### src/rtl/mem_types_pkg.sv
// Shared memory-interface types for the cacheline adaptor and its bench.
//   cacheline_t     : one 256-bit cacheline
//   beat_t          : one 64-bit burst beat
//   adaptor_state_t : adaptor FSM states (IDLE, RD, WR, DONE)
//   BEATS           : beats per line
//   LINE_OFFSET     : byte-offset bits within a line
package mem_types_pkg;

  typedef logic [255:0] cacheline_t;
  typedef logic [63:0]  beat_t;

  typedef enum logic [1:0] {
    IDLE = 2'd0,
    RD   = 2'd1,
    WR   = 2'd2,
    DONE = 2'd3
  } adaptor_state_t;

  localparam int unsigned BEATS       = $bits(cacheline_t) / $bits(beat_t);
  localparam int unsigned LINE_OFFSET = $clog2($bits(cacheline_t) / 8);

endpackage

### src/rtl/cacheline_adaptor.sv
// cacheline_adaptor: turns one cacheline read/write from the cache side into
// a BEATS-long burst on the memory port, and reassembles read beats into a line.
// Ports:
//   clk, rst_n          : clock (posedge), asynchronous active-low reset
//   address_i           : cache-side line address (any byte offset)
//   read_i / write_i    : level requests, held until resp_o
//   line_i              : write line, latched at acceptance
//   line_o              : assembled read line, valid with resp_o
//   resp_o              : one-cycle completion pulse to the cache side
//   address_o           : line-aligned burst address to memory
//   read_o / write_o    : registered burst strobes
//   burst_o             : current write beat
//   burst_i / resp_i    : read beat and per-beat handshake from memory
module cacheline_adaptor
  import mem_types_pkg::*;
#(
  parameter int unsigned LINE_W = 256,
  parameter int unsigned BEAT_W = 64,
  parameter int unsigned ADDR_W = 32
) (
  input  logic              clk,
  input  logic              rst_n,
  input  logic [ADDR_W-1:0] address_i,
  input  logic              read_i,
  input  logic              write_i,
  input  logic [LINE_W-1:0] line_i,
  output logic [LINE_W-1:0] line_o,
  output logic              resp_o,
  output logic [ADDR_W-1:0] address_o,
  output logic              read_o,
  output logic              write_o,
  output logic [BEAT_W-1:0] burst_o,
  input  logic [BEAT_W-1:0] burst_i,
  input  logic              resp_i
);

  localparam int unsigned N_BEATS = LINE_W / BEAT_W;
  localparam int unsigned CNT_W   = $clog2(N_BEATS);
  localparam int unsigned OFF_W   = $clog2(LINE_W / 8);
  localparam logic [CNT_W-1:0] LAST_BEAT = CNT_W'(N_BEATS - 1);

  adaptor_state_t state;
  logic [CNT_W-1:0] cnt;
  // One register serves both as the write-data hold and the read assembly buffer.
  logic [N_BEATS-1:0][BEAT_W-1:0] line_q;

  assign line_o  = line_q;
  assign burst_o = (state == WR) ? line_q[cnt] : '0;

  always_ff @(posedge clk or negedge rst_n) begin
    if (!rst_n) begin
      state     <= IDLE;
      cnt       <= '0;
      line_q    <= '0;
      address_o <= '0;
      read_o    <= 1'b0;
      write_o   <= 1'b0;
      resp_o    <= 1'b0;
    end else begin
      unique case (state)
        IDLE: begin
          if (read_i || write_i) begin
            address_o <= {address_i[ADDR_W-1:OFF_W], {OFF_W{1'b0}}};
            line_q    <= line_i;
            cnt       <= '0;
            // Write has priority; a concurrent read stays pending and is
            // picked up again once this transaction returns to IDLE.
            if (write_i) begin
              state   <= WR;
              write_o <= 1'b1;
            end else begin
              state   <= RD;
              read_o  <= 1'b1;
            end
          end
        end
        RD: begin
          if (resp_i) begin
            line_q[cnt] <= burst_i;
            cnt         <= cnt + 1'b1;
            if (cnt == LAST_BEAT) begin
              state  <= DONE;
              read_o <= 1'b0;
              resp_o <= 1'b1;
            end
          end
        end
        WR: begin
          if (resp_i) begin
            cnt <= cnt + 1'b1;
            if (cnt == LAST_BEAT) begin
              state   <= DONE;
              write_o <= 1'b0;
              resp_o  <= 1'b1;
            end
          end
        end
        DONE: begin
          state  <= IDLE;
          resp_o <= 1'b0;
        end
        default: state <= IDLE;
      endcase
    end
  end

endmodule
### config.mk
export PLATFORM = sky130hd
export DESIGN_NAME = cacheline_adaptor
export DESIGN_NICKNAME = d
export VERILOG_FILES = /design/src/rtl/mem_types_pkg.sv /design/src/rtl/cacheline_adaptor.sv
export SDC_FILE = /design/constraint.sdc
export NUM_CORES = 1
export LEC_CHECK = 0
export CAP_MARGIN = 20
export CORE_AREA = 2 2 278 280
export CTS_CLUSTER_DIAMETER = 200
export DETAILED_ROUTE_END_ITERATION = 7
export DIE_AREA = 0 0 280 282
export GPL_ROUTABILITY_DRIVEN = 0
export SLEW_MARGIN = 20
export SYNTH_ARGS = -nofsm -noshare
export SYNTH_HDL_FRONTEND = slang
export SYNTH_SLANG_ARGS = --single-unit
### constraint.sdc
create_clock -name clk -period 4.5 [get_ports clk]
set_input_delay 0.9 -clock clk [delete_from_list [all_inputs] [get_ports clk]]
set_output_delay 0.9 -clock clk [all_outputs]
set_load 0.01 [all_outputs]
Word level (Yosys, flattened, before mapping)
Cells that the tools add are included.
Cells by class
  bitwise gates (word level): 0
  reductions and logical operators: 15
  add/subtract/negate cells: 1
  muxes and demuxes: 28
  equal/unequal tests: 13
  div/mod/pow operators: 0
  shift operators: 0
  multipliers: 0
  $lt $le $gt $ge: 2
Operators by type and width (number)
  $mux W256: 2
  $pmux W256 S2: 1
  $bwmux W256: 1
  $mux W64: 3
  $bmux W64 S2: 1
  $demux W64 S2: 1
  $mux W2: 6
  $ne A2 B2 Y1 const B: 6
  $reduce_and A3 Y1: 4
  $reduce_and A5 Y1: 2
  $mux W1: 8
  $reduce_bool A2 Y1: 4
  $eq A2 B2 Y1 const B: 3
  $ne A2 B1 Y1 const B: 3
  $pmux W1 S2: 3
  $pmux W2 S3: 1
  $pmux W2 S2: 1
  $lt A2 B3 Y1 const B: 1
  $add A2 B1 Y2 const B: 1
  $eq A2 B1 Y1 const B: 1
  $ge A2 B1 Y1 const B: 1
  $logic_not A2 Y1: 1
  $reduce_and A2 Y1: 1
  $reduce_or A2 Y1: 1
  other kinds (2): 2
Storage, ports and cells
  flip-flop bits (word level): 290
  word-level logic and storage cells: 69
  bits in read-only memories: 0
  output and inout bits: 355
  RAM bits: 0
  latch bits: 0
  input port bits: 357
  memories kept: 0

Depth between registers and ports, before layout
  word-level depth: 7
  depth in mapped cells: 10
  mapped depth without buffers: 6

Worst setup path after synthesis
OpenSTA, ideal clock, no wires.
  kind: register to output
  start: register cnt[0]
  end: output port burst_o[25]
  data required time: 3.600 ns
  path buffers: 2
  setup slack: 2.016 ns
  data arrival time: 1.584 ns
  cell stages (with the launch flop): 5
  cell sequence: dfrtp_1 -> buf_4 -> buf_2 -> mux4_2 -> and2_1
Between the ends
  cells in the longest elaborated chain, start to end: 3
Ends and longest elaborated chain
  start: declaration: line cacheline_adaptor.sv:43  | logic [CNT_W-1:0] cnt;
  start signal: assignment: line cacheline_adaptor.sv:80  | cnt <= cnt + 1'b1;
  start signal: assignment: line cacheline_adaptor.sv:90  | cnt <= cnt + 1'b1;
  $bmux W64 S2: line cacheline_adaptor.sv:48  | assign burst_o = (state == WR) ? line_q[cnt] : '0;
  $mux W64 (not written as such): line cacheline_adaptor.sv:48
  $mux W64: line cacheline_adaptor.sv:48
  end: declaration: line cacheline_adaptor.sv:32  | output logic [BEAT_W-1:0] burst_o,
Every way passes these cells. The select of a mux whose other input is x is not followed.

Worst setup path in the final report
  start: register cnt[0]
  end: output port burst_o[31]
Same word-level chain as after synthesis.

==> results.yml <==
cells_and_area:
  layout-drive-gt1-share: 0.08777
  multi_input_area_um2: 7097
  area_delta_synth_final_pct: 60.89
  antenna_cells: 0
  final_nets: 2483
  postLayoutCellArea_um2: 24090
  layout.area.seq_um2: 7264
  fillers: 7713
global_route:
  track_usage: 0.1777
  grt_pass1_vias: 15890
  antenna_found_initial: 7
  grt_pass1_wl_um: 106100
  grt_overflow: 0
  grt_max_degree: 150
setup_path:
  required_ns: 3.60
  critPathKind: "reg -> out"
  cp-start-kind: "register"
  crit_arrival_ns: 3.10
  critPathCaptureType: "primary output"
  critical_path.max_fanout: 34
sta:
  fmax_ghz: 0.2500
  slew_headroom: 0.2389
  fin_setup_tns_ns: 0
  rsz0062_at_grt: "no"
  setup_ws_ns: 0.4994
  final.setup_skew_ns: 0.008599
  setup_viol: 0
  worst_pin_slew_ns: 1.142
  hold_viol: 0
  timing.final.crit_period_ns: 4.001
  period_share: 0.8890
  final_max_slew_viol_count: 0
detailed_routing:
  wl_met1_um: 28060
  route.met2.wl_um: 35860
  drt-initial-drc-count: 1118
  ant_nets: 0
  drc: 0
  via_per_inst: 4.920
  highest_layer: "met5"
  finalWirelength_um: 73860
  drt_pre_antenna_iters: 6
  vias: 15350
  routedWlPerCell_um: 23.67
  wl_met3_um: 6859
power:
  power_mw: 19.99
  power.leakage_nw: 9.335
  cellPowerDensity_nw_per_um2: 830.0
  ir_drop_mv: 0.5948
clock_tree:
  cts_resized: 0
  clock_latency_ns: 0.54
  post_cts_buffers: 0
  cts_tree: "yes"
  cts_buffers: 36
  clock_sinks: 290
  cts.htree.levels: 2
  cts_max_path_buffers: 3
  cts_hold_buffers: 0
  cts_root_buffer: "clkbuf_16"
  clk_pin_slew_ns: 0.06
yosys:
  synthArstFlopShare: 1.000
  ys_warn_count: 0
  seq_area_frac_synth: 0.4847
  synth_area_leader_cell: "dfrtp_1"
  synth_ff_type: "dfrtp_1"
  synth_edf_count: 0
  synth_area_leaders: "dfrtp_1, a21oi_1, mux4_2, a22oi_1, nor2_1"
  synth_cell_types: 34
  synth_cells: 1499
  synth_top_area_share: 0.4847
  synth_commonest_cells: "a21oi_1, dfrtp_1, nor2_1"
  syn_area_um2: 14970
  synth-seq-cells: 290
  synth_most_common_cell: "a21oi_1"
  avgSynthCellArea_um2: 9.987
flow_run:
  cap_violations: 0
placement:
  dpl_cell_area_um2: 22970
  post-place-ws_ns: 1.014
  port_buffers: 701
  hpwl_um: 51800
run_status:
  status: "complete, no violations"
die:
  io-pin-count: 712
  rows: 101
  dieArea_um2: 78960
  core_um2: 75700
  die_y_um: 282
  initial_core_util: 0.1978
  chipWidth_um: 280
min_path:
  min-delay-path-class: "in -> async"
## path summary, 6_finish.rpt
| kind | slack [ns] | endpoint | from | cells past startpoint |
|---|---|---|---|---|
| setup / recovery | 0.50 | burst_o[31] | cnt[0] | 4 |
| hold / removal | 0.40 | address_o[19] | rst_n | 1 |
| setup reg to reg | 1.27 | line_o[146] | state[1] | 7 |
| hold reg to reg | 0.51 | address_o[19] | address_o[19] | 1 |
| max in group asynchronous | 3.10 | line_o[236] | rst_n | 2 |
| min in group clk | 0.51 | address_o[19] | address_o[19] | 1 |
## state kept, by name (all words and copies together) (netlist names)
name,flops
address_o,27
resp_o,1
state,2
cnt,2
read_o,1
line_o,256
write_o,1
## worst max-delay path: stages, from the launching register on
cell             delay [ns]
dfrtp_4                1.00
buf_12                 0.31
mux4_2                 0.52
and2_1                 0.17
clkdlybuf4s50_1        0.51
## cell families after synthesis
group                      share of synthesized area
muxes                                         0.1186
other                                      0.0002505
AOI/OAI and AO/OA                             0.2128
adders and majority gates                   0.007522
and+or+nand+nor                               0.1285
DFF                                           0.4847
buffers and inverters                        0.04756
## final cells by class
| cell class | instances | area share |
|---|---|---|
| Sequential cell | 290 | 0.3016 |
| Clock buffer | 53 | 0.04426 |
| Timing Repair Buffer | 726 | 0.3050 |
| Multi-Input combinational cell | 1056 | 0.2946 |
| Clock inverter | 10 | 0.002286 |
| Tap cell | 978 | 0.05080 |
| Inverter | 7 | 0.001403 |
## per-layer routing
metal  vias up  track usage
met5         -            0
met4         8      0.08117
met3       181      0.05171
met2       827       0.2975
met1      7649       0.2105
li1       6686            -
## cell usage in the layout, fill, tap and decap left out, types with 2 or more instances in the layout
cell type and count:
and3_1 63, nand2_1 8, and2_1 65, nor3b_1 2
nor2_1 261, a21boi_0 2, a22oi_1 187, nand3_1 3
a21oi_1 325, nand2b_1 3, dfrtp_4 2, clkbuf_1 8
mux4_2 64, ha_1 6, nand4_1 2, ha_4 2
mux2i_1 3, clkdlybuf4s50_1 700, o21ai_0 9, clkbuf_8 8
buf_12 11, o22ai_1 4, and2_4 3, clkinv_2 8
clkinvlp_4 2, buf_4 14, inv_1 6, a22o_1 2
clkbuf_16 37, a211oi_4 4, mux2_2 27, conb_1 5
dfrtp_1 288
## where the power goes
part | leakage [nW] | switching, mW | internal [mW]
registers | 3.30 | 1.42 | 4.07
logic | 5.49 | 6.03 | 5.62
clock network | 0.554 | 1.22 | 1.64
## stage by stage
| stage | util | hold slack [ns] | instances |
|---|---|---|---|
| global placement | 0.3034 | 0.4876 | 3057 |
| floorplan | - | 0.5334 | 1503 |
| finish | 0.3182 | 0.3973 | 3120 |
| global route | 0.3182 | 0.4220 | 3120 |
| CTS | 0.3182 | 0.4002 | 3120 |
| detailed placement | 0.3034 | 0.4930 | 3057 |
(Power assumes the default switching activity.)
